$ cat config.mk
export PLATFORM = sky130hd
export DESIGN_NAME = incdec_counter_sched
export DESIGN_NICKNAME = d
export VERILOG_FILES = /design/src/rtl/incdec_sched_pkg.sv /design/src/rtl/incdec_counter_sched_rr_arbiter.sv /design/src/rtl/incdec_counter_sched.sv
export SDC_FILE = /design/constraint.sdc
export NUM_CORES = 1
export LEC_CHECK = 0
export ABC_AREA = 1
export CAP_MARGIN = 25
export CORE_MARGIN = 5
export CORE_UTILIZATION = 50
export DETAILED_ROUTE_END_ITERATION = 10
export PLACE_DENSITY = 0.68
export SETUP_SLACK_MARGIN = 0.15
export SYNTH_ARGS = -nofsm -noshare
export SYNTH_HDL_FRONTEND = slang
export SYNTH_SLANG_ARGS = --single-unit
$ cat constraint.sdc
create_clock -name clk -period 16.19 [get_ports clk]
set_input_delay 1.619 -clock clk [delete_from_list [all_inputs] [get_ports clk]]
set_output_delay 1.619 -clock clk [all_outputs]
set_load 0.005 [all_outputs]
$ cat src/rtl/incdec_sched_pkg.sv
`default_nettype none
// ============================================================================
//  Module      : incdec_sched_pkg
//  Description : Shared types for the scheduled increment/decrement counter
//                bank. Defines the operation encoding that requesters drive
//                on req_op.
//  Revision    : 1.0  initial release
// ============================================================================
package incdec_sched_pkg;

   // Encoding matches the 2-bit req_op field.
   typedef enum logic [1:0] {
      OP_READ = 2'b00,
      OP_INC  = 2'b01,
      OP_DEC  = 2'b10,
      OP_CLR  = 2'b11
   } op_e;

endpackage : incdec_sched_pkg
`default_nettype wire

$ cat src/rtl/incdec_counter_sched_rr_arbiter.sv
`default_nettype none
// ============================================================================
//  Module      : rr_arbiter
//  Description : Combinational round-robin arbiter. Grants the first valid
//                requester at or after ptr, searching upward modulo NREQ.
//  Ports       : valid     - request vector
//                ptr       - round-robin start position (0..NREQ-1)
//                enable    - when low, no grant is issued
//                grant     - one-hot grant (or zero)
//                grant_idx - index of the granted requester
//                grant_any - a grant was issued
//  Revision    : 1.0  initial release
// ============================================================================
module rr_arbiter #(
   parameter  int NREQ = 4,
   localparam int IDW  = $clog2(NREQ)
) (
   input  logic [NREQ-1:0] valid,
   input  logic [IDW-1:0]  ptr,
   input  logic            enable,
   output logic [NREQ-1:0] grant,
   output logic [IDW-1:0]  grant_idx,
   output logic            grant_any
);

   localparam logic [IDW:0] c_NREQ = (IDW+1)'(NREQ);

   // One extra bit so ptr + k can be wrapped back into 0..NREQ-1 even when
   // NREQ is not a power of two.
   logic [IDW:0] w_pos;
   logic         w_found;

   always_comb begin
      grant     = '0;
      grant_idx = '0;
      w_found   = 1'b0;
      w_pos     = '0;
      for (int k = 0; k < NREQ; k++) begin
         w_pos = {1'b0, ptr} + (IDW+1)'(k);
         if (w_pos >= c_NREQ) begin
            w_pos = w_pos - c_NREQ;
         end
         if (enable && !w_found && valid[w_pos[IDW-1:0]]) begin
            w_found                 = 1'b1;
            grant[w_pos[IDW-1:0]]   = 1'b1;
            grant_idx               = w_pos[IDW-1:0];
         end
      end
      grant_any = w_found;
   end

endmodule : rr_arbiter
`default_nettype wire

$ cat src/rtl/incdec_counter_sched.sv
`default_nettype none
// ============================================================================
//  Module      : incdec_counter_sched
//  Description : Shared counter bank with a single read-modify-write port.
//                NREQ requesters issue READ / INC / DEC / CLR on indexed
//                counters; one request per cycle is chosen round-robin and
//                the pre-operation value is returned (a++ / a-- semantics).
//  Ports       : clk, rst_n         - clock, async active-low reset
//                req_valid/ready    - per-requester handshake (ready one-hot)
//                req_idx, req_op    - packed per-requester index and op
//                rsp_valid/ready    - response handshake
//                rsp_id, rsp_data   - granted requester, old counter value
//                rsp_wrap           - INC from all-ones or DEC from zero
//  Revision    : 1.0  initial release
// ============================================================================
module incdec_counter_sched
   import incdec_sched_pkg::*;
#(
   parameter  int NREQ  = 4,
   parameter  int NCNT  = 8,
   parameter  int WIDTH = 32,
   localparam int IDXW  = $clog2(NCNT),
   localparam int IDW   = $clog2(NREQ)
) (
   input  logic               clk,
   input  logic               rst_n,
   input  logic [NREQ-1:0]    req_valid,
   output logic [NREQ-1:0]    req_ready,
   input  logic [NREQ*IDXW-1:0] req_idx,
   input  logic [NREQ*2-1:0]  req_op,
   output logic               rsp_valid,
   input  logic               rsp_ready,
   output logic [IDW-1:0]     rsp_id,
   output logic [WIDTH-1:0]   rsp_data,
   output logic               rsp_wrap
);

   // Field widths follow the instance parameters, so the response record
   // is declared here rather than in the shared package.
   typedef struct packed {
      logic [IDW-1:0]   id;
      logic [WIDTH-1:0] data;
      logic             wrap;
   } rsp_t;

   localparam logic [IDW-1:0] c_LAST = IDW'(NREQ - 1);

   logic [WIDTH-1:0] r_cnt [NCNT];
   logic [IDW-1:0]   r_ptr;
   logic             r_rsp_valid;
   rsp_t             r_rsp;

   logic             w_enable;
   logic [NREQ-1:0]  w_grant;
   logic [IDW-1:0]   w_gidx;
   logic             w_any;
   logic [IDXW-1:0]  w_sel_idx;
   op_e              w_sel_op;
   logic [WIDTH-1:0] w_old;
   logic [WIDTH-1:0] w_new;
   logic             w_wrap;
   logic             w_write;
   logic [IDW-1:0]   w_ptr_next;

   // A new grant may only be issued when the output register is free or is
   // being drained this cycle. Reset also suppresses grants so req_ready
   // reads zero while rst_n is low.
   assign w_enable = rst_n && (!r_rsp_valid || rsp_ready);

   rr_arbiter #(
      .NREQ (NREQ)
   ) u_arb (
      .valid     (req_valid),
      .ptr       (r_ptr),
      .enable    (w_enable),
      .grant     (w_grant),
      .grant_idx (w_gidx),
      .grant_any (w_any)
   );

   assign req_ready = w_grant;

   // Pick the index/op of the granted requester.
   always_comb begin
      w_sel_idx = '0;
      w_sel_op  = OP_READ;
      for (int r = 0; r < NREQ; r++) begin
         if (w_gidx == IDW'(r)) begin
            w_sel_idx = req_idx[r*IDXW +: IDXW];
            w_sel_op  = op_e'(req_op[r*2 +: 2]);
         end
      end
   end

   // The single shared adder/subtractor.
   always_comb begin
      w_old   = r_cnt[w_sel_idx];
      w_new   = w_old;
      w_wrap  = 1'b0;
      w_write = 1'b0;
      case (w_sel_op)
         OP_INC: begin
            w_new   = w_old + WIDTH'(1);
            w_wrap  = &w_old;
            w_write = 1'b1;
         end
         OP_DEC: begin
            w_new   = w_old - WIDTH'(1);
            w_wrap  = ~|w_old;
            w_write = 1'b1;
         end
         OP_CLR: begin
            w_new   = '0;
            w_write = 1'b1;
         end
         default: begin
            w_new   = w_old;
         end
      endcase
   end

   assign w_ptr_next = (w_gidx == c_LAST) ? '0 : w_gidx + 1'b1;

   // Counter storage is flops, so a write at edge N is seen by a read in
   // cycle N+1 without any forwarding.
   always_ff @(posedge clk or negedge rst_n) begin
      if (!rst_n) begin
         for (int i = 0; i < NCNT; i++) begin
            r_cnt[i] <= '0;
         end
      end else if (w_any && w_write) begin
         r_cnt[w_sel_idx] <= w_new;
      end
   end

   // Response register and round-robin pointer. A grant reloads the
   // register (covers accept-and-grant in the same cycle); an accept with
   // no grant empties it.
   always_ff @(posedge clk or negedge rst_n) begin
      if (!rst_n) begin
         r_ptr       <= '0;
         r_rsp_valid <= 1'b0;
         r_rsp       <= '0;
      end else if (w_any) begin
         r_ptr       <= w_ptr_next;
         r_rsp_valid <= 1'b1;
         r_rsp       <= '{id: w_gidx, data: w_old, wrap: w_wrap};
      end else if (rsp_ready) begin
         r_rsp_valid <= 1'b0;
      end
   end

   assign rsp_valid = r_rsp_valid;
   assign rsp_id    = r_rsp.id;
   assign rsp_data  = r_rsp.data;
   assign rsp_wrap  = r_rsp.wrap;

endmodule : incdec_counter_sched
`default_nettype wire

[Word level (Yosys, flattened, before mapping)]
Index checks and enable logic that the tools add are counted.
Storage, ports and cells
  bits in registers: 294
  input bits: 27
  output and inout port bits: 40
Cells by class
  add/sub/neg operators: 10
  order comparisons: 14
  eq/ne operators: 6
  mux-type cells: 52
  bitwise gates (word level): 4
  reduce and logical (&&, ||, !) cells: 25
Operators with widths (number)
  256-bit bitwise mux: 1
  32-bit binary-select mux with 3-bit select: 1
  32-bit demux with 3-bit select: 1
  32-bit 2-to-1 mux: 3
  32-bit case mux with 3 select lines: 1
  32-bit by 1-bit adder with 32-bit output, second input constant: 1
  32-bit AND reduction: 1
  32-bit OR reduction: 1
  32-bit by 1-bit subtractor with 32-bit output, second input constant: 1
  2-bit 2-to-1 mux: 13
  4-bit 2-to-1 mux: 4
  1-bit 2-to-1 mux: 15
  1-bit logical AND: 14
  2-bit by 3-bit less-than comparator with 1-bit output, second input constant: 4
  3-bit 2-to-1 mux: 4
  4-bit bitwise OR: 3
  3-bit >= comparator, second input constant: 3
  1-bit binary-select mux with 2-bit select: 4
  1-bit demux with 2-bit select: 4
  2-bit equality test, second input constant: 4
  2-bit by 1-bit >= comparator with 1-bit output, second input constant: 4
  2-bit by 1-bit subtractor with 2-bit output, second input constant: 4
  2-bit by 2-bit adder with 3-bit output, second input constant: 2
  1-bit logical NOT: 5
  other kinds (12): 13

[Logic depth before layout (Yosys ltp)]
Gate-level depths: netlist of the first run.
  word-level depth: 30
  gate-level depth with buffers: 47
  depth with buffers taken out: 44

[Hierarchy]
A second synthesis of the first run with hierarchy kept.
Unflattened totals
  cell total of the unflattened synthesis: 2218
  area, all modules: 16629.7 µm²
By module, submodules not included
  incdec_counter_sched: times used 1, cells each 2126, area an instance 16085.4 µm², seq. area each 7357.1 µm²
  rr_arbiter: times used 1, cells each 92, area an instance 544.3 µm², seq. area each 0.0 µm²

[Worst setup path after synthesis of the first run]
No wires, ideal clock.
  path type: input -> register
  start point: in req_valid[1]
  end point: reg r_cnt[222] (netlist bit)
  setup time: 0.117 ns
  arrival time: 6.587 ns
  slack: 9.486 ns
  stages: 36
  path buffers: 0
  path through: inv_1 -> nand2_1 -> o21ai_0 -> nand2_1 -> nand2_2 -> nand3_2 -> o21ai_2 -> nor2_1 -> nor2_2 -> nand4_2 -> o21ai_0 -> inv_1 -> ha_1 -> nor2_2 -> a22oi_1 -> o211ai_1 -> o21a_1 -> inv_1 -> ha_1 -> fa_1 -> a21oi_1 -> o21bai_1 -> a21oi_1 -> o21bai_1 -> a21oi_1 -> nor2_1 -> nand3_1 -> nand3_2 -> nand2_1 -> nand2_1 -> nand2_1 -> nand3_1 -> nand3_1 -> nand2_2 -> nand2_1 -> nand2_1
On the way
  longest elaborated chain between the ends: 28
Ends and longest elaborated chain
  start: declaration: line incdec_counter_sched.sv:27  | input logic [NREQ-1:0] req_valid,
  1-bit binary-select mux with 2-bit select: line incdec_counter_sched_rr_arbiter.sv:43  | if (enable && !w_found && valid[w_pos[IDW-1:0]]) begin
  1-bit 2-to-1 mux (not written as such): line incdec_counter_sched_rr_arbiter.sv:43
  1-bit logical AND: line incdec_counter_sched_rr_arbiter.sv:43
  1-bit 2-to-1 mux: line incdec_counter_sched_rr_arbiter.sv:43
  1-bit logical NOT: line incdec_counter_sched_rr_arbiter.sv:43
  1-bit logical AND (2 in a row): line incdec_counter_sched_rr_arbiter.sv:43
  1-bit 2-to-1 mux: line incdec_counter_sched_rr_arbiter.sv:43
  1-bit logical NOT: line incdec_counter_sched_rr_arbiter.sv:43
  (+7 left out)
  named net u_arb.grant_idx[1]: line incdec_counter_sched_rr_arbiter.sv:22  | output logic [IDW-1:0] grant_idx,
  2-bit logical NOT: line incdec_counter_sched.sv:88  | if (w_gidx == IDW'(r)) begin
  3-bit 2-to-1 mux (4 in a row): line incdec_counter_sched.sv:88
  3-bit inverter with 4-bit output (not written as such): line incdec_counter_sched.sv:97, incdec_counter_sched.sv:132
  32-bit binary-select mux with 3-bit select: line incdec_counter_sched.sv:97  | w_old = r_cnt[w_sel_idx];
  32-bit 2-to-1 mux (not written as such) (2 in a row): line incdec_counter_sched.sv:97
  32-bit by 1-bit subtractor with 32-bit output / 32-bit by 1-bit adder with 32-bit output (equally long branches): line incdec_counter_sched.sv:108, incdec_counter_sched.sv:103
  32-bit case mux with 3 select lines: line incdec_counter_sched.sv:101  | case (w_sel_op)
  256-bit bitwise mux: line incdec_counter_sched.sv:132  | r_cnt[w_sel_idx] <= w_new;
  end signal: indexed assignment: line incdec_counter_sched.sv:132
  end: declaration: line incdec_counter_sched.sv:48  | logic [WIDTH-1:0] r_cnt [NCNT];
Mark *: on every way through the listed nets, which the timed path passes. The rest lies on a longest branch. The select of a mux whose other input is x is not followed.
A chain may end at the register's enable or synchronous reset.

[Final worst setup path of the first run]
  start point: in rsp_ready
  end point: reg r_cnt[114] (netlist bit)
On the way
  longest elaborated chain between the ends: 28
Ends and longest elaborated chain
  start: declaration: line incdec_counter_sched.sv:32  | input logic rsp_ready,
  1-bit logical OR (*): line incdec_counter_sched.sv:68  | assign w_enable = rst_n && (!r_rsp_valid || rsp_ready);
  1-bit logical AND (*): line incdec_counter_sched.sv:68
  1-bit logical AND: line incdec_counter_sched_rr_arbiter.sv:43
  1-bit 2-to-1 mux: line incdec_counter_sched_rr_arbiter.sv:43
  1-bit logical NOT: line incdec_counter_sched_rr_arbiter.sv:43
  1-bit logical AND (2 in a row): line incdec_counter_sched_rr_arbiter.sv:43
  1-bit 2-to-1 mux: line incdec_counter_sched_rr_arbiter.sv:43
  1-bit logical NOT: line incdec_counter_sched_rr_arbiter.sv:43
  (+7 left out)
  named net u_arb.grant_idx[1]: line incdec_counter_sched_rr_arbiter.sv:22
  (+4 left out)
  3-bit 2-to-1 mux (*): line incdec_counter_sched.sv:88
  3-bit inverter with 4-bit output (not written as such) (*): line incdec_counter_sched.sv:97
  32-bit binary-select mux with 3-bit select (*): line incdec_counter_sched.sv:97
  32-bit 2-to-1 mux (not written as such) (*) (2 in a row): line incdec_counter_sched.sv:97
  named net w_old[1]: line incdec_counter_sched.sv:59  | logic [WIDTH-1:0] w_old;
  32-bit by 1-bit subtractor with 32-bit output / 32-bit by 1-bit adder with 32-bit output (equally long branches): line incdec_counter_sched.sv:108, incdec_counter_sched.sv:103
  32-bit case mux with 3 select lines (*): line incdec_counter_sched.sv:101
  256-bit bitwise mux (*): line incdec_counter_sched.sv:132
Marked as above.

==> metrics.sh, run 1 <==
CTS.REPAIR_TIMING.SETUP_BUFFER_COUNT=0
R2R_CELLS=34
SETUP.WORST_PATH.START_CLASS='primary input'
CTS_TREE='yes'
SYNTH.YOSYS.SEQ_AREA_SHARE=0.4443
YOSYS-TOP-CELLS-AREA='dfrtp_1 44%, nand2_1 24%, o21ai_0 4.3%'
DRIVE_ABOVE_1_SHARE=0.07035
CRIT_REQUIRED_NS=16.64
SLOWEST_DELAY_NS=0.84
GRT_PASS1_WL_UM=82760
TOTALWIRELENGTH_UM=52360
NUMBER_OF_ENABLE_FLIP_FLOP_CELLS_AFTER_SYNTHESIS=0
POST-PLACE-WS_NS=6.422
DRV.MAX_CAP_VIOLATION_COUNT=0
SYNTH_LARGEST_TYPE_AREA_FRACTION=0.4443
TIMING.FINAL.MAX_SLEW_VIOLATIONS=0
TIMING.SETUP.CRITICAL_PATH_CLASS='in2reg'
DRT-INITIAL-DRC-COUNT=1659
WHS_PATH_DEPTH=2
HOLDBUFCOUNTCTS=0
CTSLONGESTPATHBUFFERS=3
AREA_DELTA_SYNTH_FINAL_PCT=11.39
INITIAL_UTILIZATION=0.5076
DIE_W_UM=192.0
GR-USAGE-ALL-LAYERS=0.2866
IO_PINS=67
WORSTPATHARRIVAL_NS=9.95
DIE_AREA_UM2=36860
MIN_PERIOD_OVER_PERIOD=0.5872
HOLD-WORST-SLACK_NS=0.4664
N_FILL_CELL=3097
STATUS='finished clean'
ANTENNA_CELLS_INSERTED=0
TIMING.FINAL.CRIT_PERIOD_NS=9.506
DIE_H_UM=192.0
CRITPATHCAPTURETYPE='flop'
DR.PASS1.ITERS=5
DETAIL_ROUTED_NET_LENGTH_PER_STANDARD_CELL_UM=18.98
H-TREE-DEPTH=2
GP_ROUTABILITY_CONGESTION=1.003
RSZ0062_AT_GRT='false'
SETUP_TNS_NS=0
SYNTH.LARGEST_AREA_CELL='dfrtp_1'
FINAL-HOLD-VIOLATION-COUNT=0
TOP_FANOUT_VALUE_ON_THE_CRITICAL_PATH=122
CLKSINKCOUNT=294
CTS.REPAIR.RESIZED=0
NUM-NETS-FINAL=2371
NUMCTSBUFFERS=34
CORE_AREA_UM2=32620
GR-TOTAL-OVERFLOW=0
PLACE.DETAILED.HPWL_UM=33490
MIN_PATH_TYPE='reg2reg'
WORST_PATH_MOST_REPEATED_CELL='inv_1'
YS_DOMINANT_REG_CELL='dfrtp_1'
SYNTH.LIB_CELLS_USED.DISTINCT=59
SYNTHESIS.NETS=2344
WORST_PATH_MAX_DELAY_CELL='or2_0'
IO_BUFFER_COUNT=66
YS.WARNINGS.COUNT=0
ROW_COUNT=66
SETUP_VIOL_COUNT_FINAL=0
GRT_PASS1_VIAS=14647
ANTENNA_FOUND_INITIAL=1
POST_DRT_VIA_CELL_RATIO=5.562
CTS-ROOT-BUF='clkbuf_16'
PIN_COUNT_OF_THE_BIGGEST_NET_ENTERING_GLOBAL_ROUTING=179
DRCVIOLATIONCOUNT=0
POST_SYNTH_INST_COUNT=2274
ASYNC_FLOP_SHARE=1.000
SYN_AREA_PER_CELL_UM2=7.282
WORST_SETUP_HOLD_PATH_CLK_SLEW_NS=0.06
CLOCK_SKEW_NS=0.02140
FINAL_CRITICAL_PATH_SETUP_SLACK_NS=6.684
VIA_COUNT=15346
CLKLATENCYLATEPIN_NS=0.52
TIMING.MAX_SLEW.REL_SLACK=0.2604
MAX_CLOCK_FREQ_MHz=105.2
SYN-CELL-AREA_UM2=16560
YS_SEQ_ELEMENTS=294
TIMING_WORST_SLEW_PIN_VALUE_NS=1.109
ROUTE.ANTENNA.REMAINING_NETS=0
layer usage:
metal  share of wire  track usage
met5               0            0
met3           0.084      0.05344
met4           0.032      0.09106
met2            0.45       0.4483
met1            0.44       0.4063
layout make-up:
| type | count | area (um2) | area share |
|---|---|---|---|
| clock buffer | 44 | 949.7 | 0.05149 |
| clock inverter | 8 | 93.84 | 0.005088 |
| inverter | 192 | 723.2 | 0.03921 |
| multi-input combinational | 1697 | 7949 | 0.4310 |
| sequential | 294 | 7357 | 0.3989 |
| tap | 442 | 553.0 | 0.02998 |
| timing repair buffer | 82 | 818.3 | 0.04437 |
kinds of logic after synthesis:
family,after synthesis,share of synthesized area
adder cells (fa/ha/maj),43,0.03295
AND/OR/NAND/NOR,1313,0.3278
multiplexers,2,0.001209
buffers and inverters,283,0.07564
AO/OA/AOI/OAI,335,0.1160
XOR/XNOR,4,0.002116
flip-flops,294,0.4443
placed cells by master, fill, tap and decap left out, types with 4 or more instances in the layout:
cell type        count
o22ai_1             33
a22oi_1              9
nand3_4              5
dfrtp_1            294
a31oi_1              5
ha_1                42
nand3_2              9
nand4_1             19
clkdlybuf4s50_1     65
o21ai_0            141
inv_1              162
nor2_4               8
o21ai_1             59
nand2_2             23
buf_4               14
a221oi_1             4
clkbuf_8             4
clkbuf_1             5
a21o_1               5
inv_2               29
nor3_1              15
nor2_1             107
clkbuf_16           35
a21oi_1             49
nand3_1             68
o21ai_2              7
a22o_1               4
nand2_1           1038
nor4_1               5
stage by stage:
step                      utilization  cell area [um2]  std cells
after floorplan                     -            16560       2274
after global placement         0.5324            17370       2705
after detailed placement       0.5324            17370       2705
after CTS                      0.5644            18410       2757
after global routing           0.5654            18440       2759
final                          0.5654            18440       2759
flip-flops by register name, summed over array words and instances (netlist names):
name and count:
r_cnt 256, rsp_wrap 1, r_ptr 2, rsp_data 32, rsp_valid 1, rsp_id 2
critical path, delay by kind of cell:
kind                       cells  cell delay, ns
and+or+nand+nor               12            3.04
AOI/OAI and AO/OA             11            2.62
buffers and inverters          8            1.57
adders and majority gates      2            0.81
xor gates and xnor gates       1            0.15
final timing paths:
path | from | slack [ns] | endpoint
worst min-delay path | r_cnt[204] | 0.47 | r_cnt[204]
max in group asynchronous | rst_n | 13.63 | r_cnt[75]
worst max-delay path | rsp_ready | 6.68 | r_cnt[114]
min in group asynchronous | rst_n | 0.98 | rsp_data[2]
worst min register to register | r_cnt[204] | 0.47 | r_cnt[204]
worst max register to register | r_ptr[0] | 7.47 | r_cnt[114]
Yosys cell counts, drive strengths merged (2+ instances only):
cell and n:
a21o 5, a22oi 10, a221oi 5, o21bai 3
nand3b 2, buf 67, nor3 15, or2 3
nor4 5, nand2 1066, xnor2 2, nor2 118
nand3 82, clkbuf 24, mux2i 2, xor2 2
nand4 20, ha 42, a21oi 49, o21ai 209
o211ai 2, o22ai 35, dfrtp 294, inv 192
a22o 4, a31oi 5
Power of run 1 is not shown: default switching activity piles up to over one toggle a cycle in this logic, so the estimate is an artifact.
==> inputs of run 2 (changes only) <==
==> constraint.sdc (replaced) <==
create_clock -name clk -period 9.7 [get_ports clk]
set_input_delay 0.97 -clock clk [delete_from_list [all_inputs] [get_ports clk]]
set_output_delay 0.97 -clock clk [all_outputs]
set_load 0.005 [all_outputs]
==> run 2 against run 1 <==
Compared with the run above:
- flip-flop and latch count unchanged
- cell count increased by 0.58%
- worst hold slack got worse by 0.17 ns
- final area increased by 0.47%
- critical path depth increased by 1
- via count increased by 0.36%
- utilization increased by 0.26 points
- clock-buffer cell count increased by 4
- critical path type unchanged
- largest cell class unchanged
==> metrics.sh, run 2 (synthesis results as in run 1) <==
NUM-NETS-FINAL=2379  # +0.34%
CRIT_REQUIRED_NS=10.15  # -6.49 ns
AREA_DELTA_SYNTH_FINAL_PCT=11.91
GP_ROUTABILITY_CONGESTION=1.001  # -0.25%
PLACE.DETAILED.HPWL_UM=33890  # +1.2%
CLOCK_SKEW_NS=0.01487  # -0.006527 ns
CORE_AREA_UM2=32620  # unchanged
H-TREE-DEPTH=2  # unchanged
LARGEST_REG_FLOPS=256  # unchanged
POST-ROUTE-UTIL=0.5681  # +0.002647
ROUTE.ANTENNA.REMAINING_NETS=0  # unchanged
DRIVE_ABOVE_1_SHARE=0.07547  # +0.005122
RSZ0062_AT_GRT='false'
TIMING.MAX_SLEW.REL_SLACK=0.3390  # +0.07869
SLOWEST_DELAY_NS=0.55  # -0.29 ns
TIMING.FINAL.MAX_SLEW_VIOLATIONS=0  # unchanged
PIN_COUNT_OF_THE_BIGGEST_NET_ENTERING_GLOBAL_ROUTING=78  # -56%
IO_BUFFER_COUNT=66  # unchanged
CTSLONGESTPATHBUFFERS=3  # unchanged
TIMING_WORST_SLEW_PIN_VALUE_NS=0.9900  # -0.1195 ns
VIA_COUNT=15402  # +0.36%
FINAL-HOLD-VIOLATION-COUNT=0  # unchanged
TIMING.FINAL.CRIT_PERIOD_NS=7.741
TIMING.SETUP.CRITICAL_PATH_CLASS='in2reg'
CLKLATENCYLATEPIN_NS=0.52  # about the same
SETUP_VIOL_COUNT_FINAL=0  # unchanged
TOP_FANOUT_VALUE_ON_THE_CRITICAL_PATH=47  # -61%
TOP_REGISTER='r_cnt'
MIN_PATH_TYPE='in2async'
GR-TOTAL-OVERFLOW=0  # unchanged
DRV.MAX_CAP_VIOLATION_COUNT=0  # unchanged
DIE_AREA_UM2=36860  # unchanged
MIN_PERIOD_OVER_PERIOD=0.7981
MAX_CLOCK_FREQ_MHz=129.2
CTS_TREE='yes'
CLKSINKCOUNT=294  # unchanged
POST_DRT_VIA_CELL_RATIO=5.550  # -0.21%
INITIAL_UTILIZATION=0.5076  # unchanged
GR-USAGE-ALL-LAYERS=0.2848  # -0.001779
LAYOUT.CELLS.MOST_COMMON='nand2_1'
NUMCTSBUFFERS=34  # unchanged
ROW_COUNT=66  # unchanged
GRT_PASS1_WL_UM=82420  # -0.41%
HOLD-WORST-SLACK_NS=0.2986  # -0.1678 ns
TOTALWIRELENGTH_UM=52210  # -0.29%
CTS.REPAIR.RESIZED=0  # unchanged
GRT_PASS1_VIAS=14873  # +1.5%
DIE_H_UM=192.0  # unchanged
DETAIL_ROUTED_NET_LENGTH_PER_STANDARD_CELL_UM=18.81  # -0.87%
CTS-ROOT-BUF='clkbuf_16'
WORSTPATHARRIVAL_NS=8.19  # -1.76 ns
IO_PINS=67  # unchanged
SETUP.WORST_PATH.START_CLASS='primary input'
CTS.REPAIR_TIMING.SETUP_BUFFER_COUNT=0  # unchanged
TOP_LIBRARY_CELLS_BY_USAGE_IN_THE_LAYOUT_FILL_AND_TAPS_ASIDE='1038 x nand2_1, 294 x dfrtp_1, 162 x inv_1'
DRT-INITIAL-DRC-COUNT=1565  # -5.7%
CRITPATHCAPTURETYPE='flop'
WORST_PATH_MAX_DELAY_CELL='o22ai_1'
DRCVIOLATIONCOUNT=0  # unchanged
WORST_SETUP_HOLD_PATH_CLK_SLEW_NS=0.06  # about the same
DIE_W_UM=192.0  # unchanged
STATUS='finished clean'
SETUP_TNS_NS=0  # unchanged
DR.PASS1.ITERS=5  # unchanged
WORST_PATH_MOST_REPEATED_CELL='nand2_1'
ANTENNA_FOUND_INITIAL=1  # unchanged
HOLDBUFCOUNTCTS=0  # unchanged
[run 2: path summary, 6_finish.rpt]
check,from,cells past startpoint,slack [ns],endpoint
min in group clk,r_cnt[130],2,0.47,r_cnt[130]
max in group asynchronous,rst_n,5,6.86,r_cnt[124]
min,rst_n,1,0.30,rsp_data[14]
min reg2reg,r_cnt[130],2,0.47,r_cnt[130]
max reg2reg,r_ptr[0],36,1.99,r_cnt[114]
max,req_valid[0],35,1.96,r_cnt[114]
[run 2: layer usage]
metal,global-route usage,share of wire
met1,0.4118,0.44
met2,0.4369,0.44
met3,0.05980,0.098
met4,0.07954,0.023
met5,0,0
[run 2: cell type report]
class | count | area (um2)
fill | 3059 | 14090
multi-input combinational | 1697 | 7949
sequential | 294 | 7357
clock buffer | 48 | 973.4
timing repair buffer | 90 | 865.8
inverter | 192 | 723.2
tap | 442 | 553.0
clock inverter | 11 | 106.4
antenna | 1 | 2.502
[run 2: stage by stage]
stage | setup WS, ns | instances | instance area [um2]
after global placement | 1.850 | 2714 | 17420
after global routing | 1.417 | 2774 | 18530
after floorplan | 3.645 | 2274 | 16560
after detailed placement | 1.601 | 2714 | 17420
final | 1.959 | 2775 | 18530
after CTS | 2.116 | 2773 | 18500
[run 2: critical path, delay by kind of cell]
kind | cells | cell delay (ns)
compound gates | 9 | 2.32
xor+xnor | 1 | 0.14
simple gates | 17 | 2.52
buf+inv | 6 | 1.45
fa+ha+maj | 2 | 0.73
Power of run 2 is left out for the same reason.
==> inputs of run 3 (changes only) <==
==> constraint.sdc (replaced) <==
create_clock -name clk -period 8 [get_ports clk]
set_input_delay 0.8 -clock clk [delete_from_list [all_inputs] [get_ports clk]]
set_output_delay 0.8 -clock clk [all_outputs]
set_load 0.005 [all_outputs]
==> run 3 against run 2 <==
Compared with the run above:
- routed wire length rose by 3.1%
- first-iteration DRC count grew 5.2%
- final area rose by 0.57%
- critical path depth increased by 1
- utilization increased by 0.33 points
- sequential share of layout area fell by 0.23 points
- cell count is 0.11% higher
- critical path type is now reg2reg
- global-route usage is 0.93 points higher
==> metrics.sh, run 3 (synthesis results as in run 1) <==
STATUS='finished clean'
SETUP_VIOL_COUNT_FINAL=0  # unchanged
SLOWEST_DELAY_NS=0.49  # -0.06 ns
NUMCTSBUFFERS=35  # +2.9%
DRCVIOLATIONCOUNT=0  # unchanged
DIE_H_UM=192.0  # unchanged
TIMING.FINAL.MAX_SLEW_VIOLATIONS=0  # unchanged
TIMING.SETUP.CRITICAL_PATH_CLASS='reg2reg'
HOLD-WORST-SLACK_NS=0.1100  # -0.1885 ns
VIA_COUNT=15514  # +0.73%
WORSTPATHARRIVAL_NS=7.56  # -0.63 ns
LAYOUT.CELLS.MOST_COMMON='nand2_1'
IO_PINS=67  # unchanged
WORST_PATH_MOST_REPEATED_CELL='inv_1'
CLKLATENCYLATEPIN_NS=0.52  # about the same
AREA_DELTA_SYNTH_FINAL_PCT=12.55
ROUTE.ANTENNA.REMAINING_NETS=0  # unchanged
GR-TOTAL-OVERFLOW=0  # unchanged
ROUTE.MET2.WL_UM=23550  # +3.3%
DRV.MAX_CAP_VIOLATION_COUNT=0  # unchanged
TOTALWIRELENGTH_UM=53800  # +3.1%
WORST_PATH_MAX_DELAY_CELL='dfrtp_1'
CRIT_REQUIRED_NS=8.38  # -1.77 ns
GRT_PASS1_VIAS=14652  # -1.5%
STARTPOINT='r_ptr[0]'
DETAIL_ROUTED_NET_LENGTH_PER_STANDARD_CELL_UM=19.37  # +2.9%
LARGEST_REG_FLOPS=256  # unchanged
MIN_PERIOD_OVER_PERIOD=0.8981
PLACE.DETAILED.HPWL_UM=35060  # +3.5%
CLOCK_SKEW_NS=0.01644  # +0.001567 ns
CP_TOP_FAMILY='simple AND/OR/NAND/NOR gates'
GRT_PASS1_WL_UM=84610  # +2.7%
CTSLONGESTPATHBUFFERS=3  # unchanged
CORE_AREA_UM2=32620  # unchanged
NUM-NETS-FINAL=2383  # +0.17%
FINAL-HOLD-VIOLATION-COUNT=0  # unchanged
PIN_COUNT_OF_THE_BIGGEST_NET_ENTERING_GLOBAL_ROUTING=167  # +110%
IO_BUFFER_COUNT=66  # unchanged
TIMING.FINAL.CRIT_PERIOD_NS=7.185
CLKSINKCOUNT=294  # unchanged
CRITPATHCAPTURETYPE='flop'
ROUTED_WL_MET3_UM=4854  # -5.2%
WORSTREG2REGSTART='r_ptr[0]'
WORST_SETUP_HOLD_PATH_CLK_SLEW_NS=0.06  # about the same
INITIAL_UTILIZATION=0.5076  # unchanged
ANTENNA_CELLS_INSERTED=0  # -1
GP_ROUTABILITY_CONGESTION=1.026  # +2.5%
POST_DRT_VIA_CELL_RATIO=5.585  # +0.62%
CTS_TREE='yes'
TOP_LIBRARY_CELLS_BY_USAGE_IN_THE_LAYOUT_FILL_AND_TAPS_ASIDE='1038 x nand2_1, 294 x dfrtp_1, 162 x inv_1'
SETUP_TNS_NS=0  # unchanged
RSZ0062_AT_GRT='false'
TIMING_WORST_SLEW_PIN_VALUE_NS=0.9812  # -0.008798 ns
DR.PASS1.ITERS=5  # unchanged
WORSTPATHBUFFERINVERTERCOUNT=9  # +3
MAX_CLOCK_FREQ_MHz=139.2
H-TREE-DEPTH=2  # unchanged
TOP_FANOUT_VALUE_ON_THE_CRITICAL_PATH=28  # -40%
TOP_REGISTER='r_cnt'
ROW_COUNT=66  # unchanged
DRIVE_ABOVE_1_SHARE=0.07705  # +0.001583
TOP_SIGNAL_LAYER_USED='met4'
ANTENNA_FOUND_INITIAL=0  # -1
DIE_W_UM=192.0  # unchanged
DIE_AREA_UM2=36860  # unchanged
DRT-INITIAL-DRC-COUNT=1647  # +5.2%
GR-USAGE-ALL-LAYERS=0.2941  # +0.009257
HOLDBUFCOUNTCTS=0  # unchanged
MIN_PATH_TYPE='in2async'
M1WIRELENGTH_UM=24210  # +4.9%
CTS-ROOT-BUF='clkbuf_16'
TIMING.MAX_SLEW.REL_SLACK=0.3449  # +0.005874
SETUP.WORST_PATH.START_CLASS='flop'
run 3: path summary, 6_finish.rpt:
| check | endpoint | slack, ns | cells after the start |
|---|---|---|---|
| setup / recovery | r_cnt[52] | 0.82 | 36 |
| hold / removal | rsp_data[14] | 0.11 | 1 |
| setup reg to reg | r_cnt[52] | 0.82 | 36 |
| hold reg to reg | r_cnt[140] | 0.46 | 2 |
| max in group asynchronous | r_cnt[35] | 6.68 | 2 |
| min in group clk | r_cnt[140] | 0.46 | 2 |
run 3: stage by stage:
step / instances / util / instance area [um2] / worst slack (ns)
2_1_floorplan: 2274 / - / 16560 / 2.115
3_3_place_gp: 2716 / 0.5353 / 17460 / 0.6745
3_5_place_dp: 2716 / 0.5353 / 17460 / 0.4108
4_1_cts: 2776 / 0.5705 / 18610 / 0.8201
5_1_grt: 2778 / 0.5713 / 18640 / 0.2068
6_report: 2778 / 0.5713 / 18640 / 0.8153
run 3: layout make-up:
type                            count  area [um2]
Fill cell                        3001       13980
Multi-Input combinational cell   1697        7961
Sequential cell                   294        7357
Clock buffer                       53        1045
Timing Repair Buffer               93       893.4
Inverter                          192       723.2
Tap cell                          442       553.0
Clock inverter                      7       103.9
run 3: what timing repair did:
action / 4_1_cts / 5_1_grt
hold endpoints to repair: 0 / 0
setup endpoints to repair: 0 / 43
setup buffers: 0 / 2
resized for setup: 0 / 3
run 3: worst reg2reg max path: cells and delay by family (launching register included):
family / cells / cell delay (ns)
flip-flops: 1 / 0.49
buffers and inverters: 9 / 1.54
adder cells (fa/ha/maj): 3 / 1.12
AND/OR/NAND/NOR: 14 / 2.16
AO/OA/AOI/OAI: 10 / 1.76
run 3: metal layers:
layer	up-vias	global-route usage
met5	-	0
met4	0	0.07131
met3	83	0.05707
met2	686	0.4471
met1	7435	0.4361
li1	7310	-
Power of run 3 is left out for the same reason.
